### src/rtl/dispenser_arbiter.sv
// Round-robin arbiter sharing one fill nozzle among four drink FSMs; optional cup timeout via DISPENSE_TIMEOUT_EN.
// Latency: GNT two cycles after REQ, DONE 7 (small) / 11 (large) cycles after REQ with the cup present.
// Backpressure: requests wait while BUSY; the served requester is never preempted, M low stalls the fill.
module dispenser_arbiter (
    input  logic       clk,
    input  logic       reset,
    input  logic [3:0] REQ,
    input  logic [7:0] SIZE,
    input  logic       M,
    output logic [3:0] GNT,
    output logic       VALVE,
    output logic [3:0] DONE,
    output logic [3:0] ABORT,
    output logic       BUSY
);

    typedef enum logic [2:0] {
        S_IDLE,
        S_ARB,
        S_WAIT_CUP,
        S_FILL,
        S_RELEASE
    } state_t;

    state_t     r_state;
    logic [1:0] r_ptr;
    logic [1:0] r_win;
    logic       r_large;
    logic [3:0] r_cnt;
    logic [3:0] r_gnt;
    logic [3:0] r_done;

    logic [1:0] w_win_idx;
    logic       w_win_vld;
    logic [1:0] w_cand;
    logic       w_req_held;
    logic       w_valve;
    logic [3:0] w_last_cnt;

`ifdef DISPENSE_TIMEOUT_EN
    logic [3:0] r_tmr;
    logic [3:0] r_abort;
`endif

    // Scan from the highest offset down so the lowest offset from PTR wins.
    always_comb begin
        w_win_idx = r_ptr;
        w_win_vld = 1'b0;
        w_cand    = r_ptr;
        for (int k = 3; k >= 0; k--) begin
            w_cand = r_ptr + 2'(k);
            if (REQ[w_cand]) begin
                w_win_idx = w_cand;
                w_win_vld = 1'b1;
            end
        end
    end

    assign w_req_held = REQ[r_win];
    // Combinational so a lost cup, a dropped request or reset shuts the valve within the cycle.
    assign w_valve    = (r_state == S_FILL) && M && w_req_held;
    assign w_last_cnt = r_large ? 4'd7 : 4'd3;

    always_ff @(posedge clk or posedge reset) begin
        if (reset) begin
            r_state <= S_IDLE;
            r_ptr   <= 2'd0;
            r_win   <= 2'd0;
            r_large <= 1'b0;
            r_cnt   <= 4'd0;
            r_gnt   <= 4'd0;
            r_done  <= 4'd0;
`ifdef DISPENSE_TIMEOUT_EN
            r_tmr   <= 4'd0;
            r_abort <= 4'd0;
`endif
        end else begin
            r_done <= 4'd0;
`ifdef DISPENSE_TIMEOUT_EN
            r_abort <= 4'd0;
            r_tmr   <= 4'd0;
`endif
            case (r_state)
                S_IDLE: begin
                    if (|REQ) r_state <= S_ARB;
                end
                S_ARB: begin
                    if (w_win_vld) begin
                        r_win   <= w_win_idx;
                        r_large <= (SIZE[{w_win_idx, 1'b0} +: 2] == 2'b10);
                        r_gnt   <= 4'b0001 << w_win_idx;
                        r_state <= S_WAIT_CUP;
                    end else begin
                        r_state <= S_IDLE;
                    end
                end
                S_WAIT_CUP: begin
                    if (!w_req_held) begin
                        r_state <= S_RELEASE;
                    end else if (M) begin
                        r_state <= S_FILL;
`ifdef DISPENSE_TIMEOUT_EN
                    end else if (r_tmr == 4'd15) begin
                        r_abort <= r_gnt;
                        r_state <= S_RELEASE;
                    end else begin
                        r_tmr <= r_tmr + 4'd1;
`endif
                    end
                end
                S_FILL: begin
                    if (!w_req_held) begin
                        r_state <= S_RELEASE;
                    end else if (w_valve) begin
                        r_cnt <= r_cnt + 4'd1;
                        if (r_cnt == w_last_cnt) begin
                            r_done  <= r_gnt;
                            r_state <= S_RELEASE;
                        end
                    end
                end
                S_RELEASE: begin
                    r_ptr   <= r_win + 2'd1;
                    r_cnt   <= 4'd0;
                    r_gnt   <= 4'd0;
                    r_state <= S_IDLE;
                end
                default: r_state <= S_IDLE;
            endcase
        end
    end

    assign GNT   = r_gnt;
    assign VALVE = w_valve;
    assign DONE  = r_done;
    assign BUSY  = (r_state != S_IDLE);
`ifdef DISPENSE_TIMEOUT_EN
    assign ABORT = r_abort;
`else
    assign ABORT = 4'd0;
`endif

endmodule

### config.mk
export PLATFORM = sky130hd
export DESIGN_NAME = dispenser_arbiter
export DESIGN_NICKNAME = d
export VERILOG_FILES = /design/src/rtl/dispenser_arbiter.sv
export SDC_FILE = /design/constraint.sdc
export NUM_CORES = 1
export LEC_CHECK = 0
export CAP_MARGIN = 20
export CORE_ASPECT_RATIO = 1.1
export CORE_MARGIN = 2
export CORE_UTILIZATION = 38
export DETAILED_ROUTE_END_ITERATION = 7
export PLACE_DENSITY = 0.65
export REMOVE_ABC_BUFFERS = 1
export SETUP_SLACK_MARGIN = 0.15
export SLEW_MARGIN = 25
export SYNTH_ARGS = -nofsm -noshare
export SYNTH_HDL_FRONTEND = slang
export SYNTH_SLANG_ARGS = --single-unit
### constraint.sdc
create_clock -name clk -period 2 [get_ports clk]
set_clock_uncertainty 0.05 [all_clocks]
set_input_delay 0.3 -clock clk [delete_from_list [all_inputs] [get_ports clk]]
set_output_delay 0.3 -clock clk [all_outputs]
set_load 0.03 [all_outputs]
==> results of run 1 <==
## cell usage in the layout (no fill, tap or decap), types with 6 or more instances in the layout
cell	count
a21oi_1	8
and2_1	6
buf_4	18
clkdlybuf4s50_1	22
dfrtp_1	19
nand2_1	13
nand2b_1	7
nor2_1	7
o21ai_1	6
## worst max-delay path by stage
stage / depth (start not counted) / endpoint / slack (ps) / startpoint
final: 4 / VALVE / 90 / r_win[0]$_DFFE_PP0P_
after global routing: 4 / VALVE / 6 / r_win[0]$_DFFE_PP0P_
after CTS: 4 / VALVE / 60 / r_win[0]$_DFFE_PP0P_
after detailed placement: 5 / VALVE / -320 / REQ[2]
after global placement: 5 / VALVE / -310 / REQ[3]
after floorplan: 5 / r_large$_DFFE_PP0P_ / 330 / r_ptr[1]$_DFFE_PP0P_
## worst min-delay path, delay by kind of cell
family	cells	cell delay, ps
buffers and inverters	3	700
## metrics by stage
step,hold slack [ps],utilization,setup TNS (ps),cells
after floorplan,214,-,0,108
after global placement,439,0.537,-805,183
after detailed placement,452,0.537,-957,183
after CTS,228,0.565,0,188
after global routing,256,0.565,0,188
final,230,0.565,0,188
## cells by family (layout without fill, tap and decap cells)
| kind of cell | count (synthesis) | count (layout) |
|---|---|---|
| compound gates | 20 | 20 |
| fa+ha+maj | 1 | 1 |
| mux | 3 | 3 |
| flops | 20 | 20 |
| other cells | 1 | 4 |
| buf+inv | 9 | 50 |
| simple gates | 52 | 52 |
| xor+xnor | 5 | 5 |
## what timing repair did
| action | in CTS | in global routing |
|---|---|---|
| hold endpoints to repair | 0 | 0 |
| setup endpoints to repair | 3 | 5 |
| setup buffers | 1 | 0 |
| gates resized for setup | 12 | 2 |
| hold buffers | 0 | 0 |
| pin swaps | 1 | 1 |
## power by group through the flow
stage	Combinational, mW	Sequential, mW	Clock [mW]
3_3_place_gp	0.869	0.644	0
3_5_place_dp	0.879	0.650	0
6_report	0.878	0.645	0.339
4_1_cts	0.892	0.647	0.355
5_1_grt	0.970	0.667	0.370
2_1_floorplan	0.449	0.697	0
## registers in the layout (all words and copies together) (netlist names)
register  flops
r_cnt         4
GNT           4
r_ptr         2
DONE          4
r_state       3
r_large       1
r_win         2
## cell type report
class | count | area [sq um]
Clock inverter | 1 | 30.0
Multi-Input combinational cell | 85 | 551
Clock buffer | 3 | 22.5
Fill cell | 247 | 1190
Inverter | 3 | 11.3
Timing Repair Buffer | 43 | 383
Tap cell | 33 | 41.3
Sequential cell | 20 | 502
## metal layers
metal / wire (um) / track usage
met2: 1180 / 0.274
met4: 49 / 0.0857
met5: 0 / 0
met1: 945 / 0.197
met3: 77 / 0.0300
==> flow_summary.yaml, run 1 <==
worst_setup_path:
  worstReg2RegStart: "r_win[0]$_DFFE_PP0P_"
  slowest_delay_ps: 560
  crit_chain: "mux4_2, nand4_4, inv_2, buf_6"
  slowest_stage: "mux4_2"
  start_kind: "flip-flop"
  crit_required_ps: 1650
  r2r_setup_slack_ps: 240
  cp_top_family: "multiplexers"
  rr_endpoint: "r_state[0]$_DFFE_PP0P_"
  reg2reg_depth: 6
  worstPathArrival_ps: 1560
  critPathKind: "reg -> out"
  end_kind: "output pin"
  worst-path-buf-inv: 2
  path_max_fanout: 2
yosys:
  synth_area_per_cell_sq_um: 9.68
  netlist_top_cells_area: "dfrtp_1 47%, nand2_1 4.5%, mux4_2 4.2%"
  netlist_instances: 111
  synth_edf_count: 0
  synth_area_sq_um: 1070
  synth.most_common_cell: "dfrtp_1"
  synthAdderAreaFrac: 0.0116
  synth_top_family_by_area: "simple AND/OR/NAND/NOR gates"
  synth_cell_types: 34
  yosys_warnings: 0
  ys_ff_latch: 20
  synth_top_area_cell: "dfrtp_1"
  synthTopCellsByCount: "20 x dfrtp_1, 13 x nand2_1, 8 x a21oi_1"
  seq_area_frac_synth: 0.466
  async_reset_ff_frac: 1.00
  synthFlopType: "dfrtp_1"
  synth_compound_area_frac: 0.112
  synth_top_area_frac: 0.466
  synth-simple-area-share: 0.269
  synth-xor-area-share: 0.0407
  synthMuxAreaShare: 0.0524
floorplan:
  die_h_um: 59.8
  start_util: 0.394
  rows: 20
  io_pins: 29
  core-area_sq_um: 2730
  die_area_sq_um: 3270
  fp.dieW_um: 54.7
layout:
  nets: 172
  syn_to_final_growth_pct: 43.3
  design_area_sq_um: 1540
  antenna_cells: 0
  drive_gt1_frac: 0.226
global_route:
  grt_pass1_wl_um: 3760
  grt_max_degree: 21
  grt_antenna_before_repair: 0
  grt_usage: 0.165
  grt_pass1_vias: 855
  grt_overflow: 0
run_status:
  status: "finished clean"
cts:
  cts.clk_slew.worst_paths_ps: 120
  numCtsBuffers: 3
  clockBufferDepth: 2
  clock_latency_ps: 320
  cts_root_buffer: "clkbuf_4"
  cts_tree: "done"
  htreeDepth: 1
  clock-sinks: 20
placement:
  place_ws_ps: -320
  place_congestion: 0.799
  hpwl_um: 1790
  portBuffers: 24
  placed_cell_area_sq_um: 1470
detailed_routing:
  drc: 0
  drt_wl_total_um: 2260
  wire_per_inst_um: 12.0
  dr.pass1.iters: 4
  drt_iter0_drc: 11
  vias: 918
  avgViaCountPerCell: 4.88
  ant_nets: 0
timing:
  drv_slew: 0
  min_period_over_period: 0.953
  setup_viol: 0
  finalHoldViolations: 0
  rsz0062_at_grt: "yes"
  fin_ws_ps: 93.1
  finalCriticalPeriod_ps: 1910
  clock.fmax_mhz: 524
power_and_ir_drop:
  power.switching_mw: 0.715
  pwr-share-clk: 0.182
  p_leak_nw: 0.702
  switching_share: 0.384
  peakVddDrop_uv: 728
  power.total_mw: 1.86
  combinationalPowerShare: 0.471
  power_density_nw_per_um2: 1210
  seq_power_share: 0.347
  p_int_mw: 1.15
worst_hold_path:
  hp-class: "in -> async"
run:
  drv_cap: 0
No activity file was read; power rests on OpenSTA's default activity.
==> run 2, diff against run 1 <==
--- a/config.mk
+++ b/config.mk
@@ -10,7 +10,7 @@
 export CORE_MARGIN = 2
 export CORE_UTILIZATION = 38
 export DETAILED_ROUTE_END_ITERATION = 7
-export PLACE_DENSITY = 0.65
+export PLACE_DENSITY = 0.68
 export REMOVE_ABC_BUFFERS = 1
 export SETUP_SLACK_MARGIN = 0.15
 export SLEW_MARGIN = 25
==> constraint.sdc (replaced) <==
create_clock -name clk -period 1.6 [get_ports clk]
set_clock_uncertainty 0.05 [all_clocks]
set_input_delay 0.24 -clock clk [delete_from_list [all_inputs] [get_ports clk]]
set_output_delay 0.24 -clock clk [all_outputs]
set_load 0.03 [all_outputs]
==> flow_summary.yaml, run 2 (same netlist as run 1, synthesis figures left out) <==
global_route:
  grt_usage: 0.192
  grt_overflow: 0
  grt_pass1_vias: 1006
  grt_max_degree: 21
  grt_pass1_wl_um: 4460
  grt_antenna_before_repair: 0
worst_setup_path:
  slowest_delay_ps: 570
  slowest_stage: "mux4_2"
  path_max_fanout: 2
  r2r_setup_slack_ps: -220
  worstPathArrival_ps: 1560
  start_kind: "flip-flop"
  crit_chain: "mux4_2, nand4_4, inv_2, buf_6"
  crit_required_ps: 1310
  end_kind: "output pin"
  critPathKind: "reg -> out"
floorplan:
  die_h_um: 59.8
  start_util: 0.394
  die_area_sq_um: 3270
  io_pins: 29
  core-area_sq_um: 2730
  fp.dieW_um: 54.7
  rows: 20
detailed_routing:
  avgViaCountPerCell: 5.00
  wire_per_inst_um: 13.7
  vias: 1031
  drc: 0
  ant_nets: 0
  dr.pass1.iters: 4
  drt_wl_total_um: 2830
  drt_iter0_drc: 17
timing:
  clock.fmax_mhz: 540
  setup_tns_ps: -1930
  setup_viol: 16
  drv_slew: 0
  fin_ws_ps: -251
  finalCriticalPeriod_ps: 1850
  finalHoldViolations: 0
  min_period_over_period: 1.16
  rsz0062_at_grt: "yes"
layout:
  antenna_cells: 0
  design_area_sq_um: 1810
  final-seq-area_sq_um: 500
  nets: 190
  final_cell_mix: "27 x buf_4, 20 x dfrtp_1, 12 x buf_6"
  multiInputGateArea_sq_um: 653
  instances_no_fill: 206
  final_common_cell: "buf_4"
  syn_to_final_growth_pct: 68.2
  fillCellCount: 227
  drive_gt1_frac: 0.445
  final_util: 0.663
cts:
  clockBufferDepth: 2
  cts_tree: "done"
  clock_latency_ps: 310
  numCtsBuffers: 3
  cts.clk_slew.worst_paths_ps: 130
  cts_root_buffer: "clkbuf_4"
  htreeDepth: 1
  clock-sinks: 20
  hold_buffers: 0
placement:
  portBuffers: 24
  place_ws_ps: -621
  placed_cell_area_sq_um: 1510
  placed_cells: 189
  hpwl_um: 1960
  place_congestion: 0.761
power_and_ir_drop:
  peakVddDrop_uv: 916
  p_leak_nw: 0.864
  power_density_nw_per_um2: 1580
run:
  drv_cap: 0
run_status:
  status: "finished with violations"
  violations: "setup timing"
worst_hold_path:
  hp-class: "in -> async"
==> run 2: power breakdown <==
part / internal (mW) / switching, mW / leakage, nW
clock network: 0.253 / 0.169 / 0.0279
logic: 0.851 / 0.802 / 0.571
registers: 0.654 / 0.135 / 0.265
==> run 2: critical path, delay by kind of cell (launching register included) <==
family                 cells  cell delay [ps]
flip-flops                 1              410
buffers and inverters      2              180
AND/OR/NAND/NOR            1              100
multiplexers               1              570
==> run 2: final timing paths <==
path                                      startpoint                     end  cells after the start
min in group clk                  GNT[1]$_DFFE_PP0P_       DONE[1]$_DFF_PP0_                      1
worst min register to register    GNT[1]$_DFFE_PP0P_       DONE[1]$_DFF_PP0_                      1
max in group asynchronous                      reset  r_state[1]$_DFFE_PP0P_                      3
worst max register to register  r_win[0]$_DFFE_PP0P_       DONE[3]$_DFF_PP0_                      8
worst max-delay path            r_win[0]$_DFFE_PP0P_                   VALVE                      4
worst min-delay path                           reset       DONE[0]$_DFF_PP0_                      3
==> run 2: timing repair <==
item                       in CTS  in global routing
setup buffers                   9                  4
pin swaps                       9                  4
setup endpoints to repair      26                 23
gates resized for setup        45                 23
==> run 2: through the flow <==
step	power, mW	hold WS, ps
finish	2.86	196
detailed placement	2.01	457
global placement	1.96	449
CTS	2.62	210
floorplan	1.43	154
global route	3.05	210
==> run 2: area by class of cell <==
type	instances	share of cell area
Multi-Input combinational cell	85	0.361
Timing Repair Buffer	61	0.302
Sequential cell	20	0.277
Tap cell	33	0.0228
Clock inverter	1	0.0166
Clock buffer	3	0.0125
Inverter	3	0.00761
==> run 2: per-layer routing <==
| metal | part of all wire | vias to the layer above | GRT usage | wire length [um] |
|---|---|---|---|---|
| met5 | 0 | - | 0 | 0 |
| li1 | - | 497 | - | - |
| met4 | 0.026 | 0 | 0.0964 | 74 |
| met3 | 0.033 | 8 | 0.0250 | 94 |
| met2 | 0.57 | 25 | 0.340 | 1610 |
| met1 | 0.37 | 501 | 0.219 | 1060 |
==> run 3, diff against run 2 <==
--- a/config.mk
+++ b/config.mk
@@ -9,6 +9,7 @@
 export CORE_ASPECT_RATIO = 1.1
 export CORE_MARGIN = 2
 export CORE_UTILIZATION = 38
+export CTS_CLUSTER_DIAMETER = 120
 export DETAILED_ROUTE_END_ITERATION = 7
 export PLACE_DENSITY = 0.68
 export REMOVE_ABC_BUFFERS = 1
==> results of run 3 <==
Final layout, timing and power as in run 2 (identical DEF).
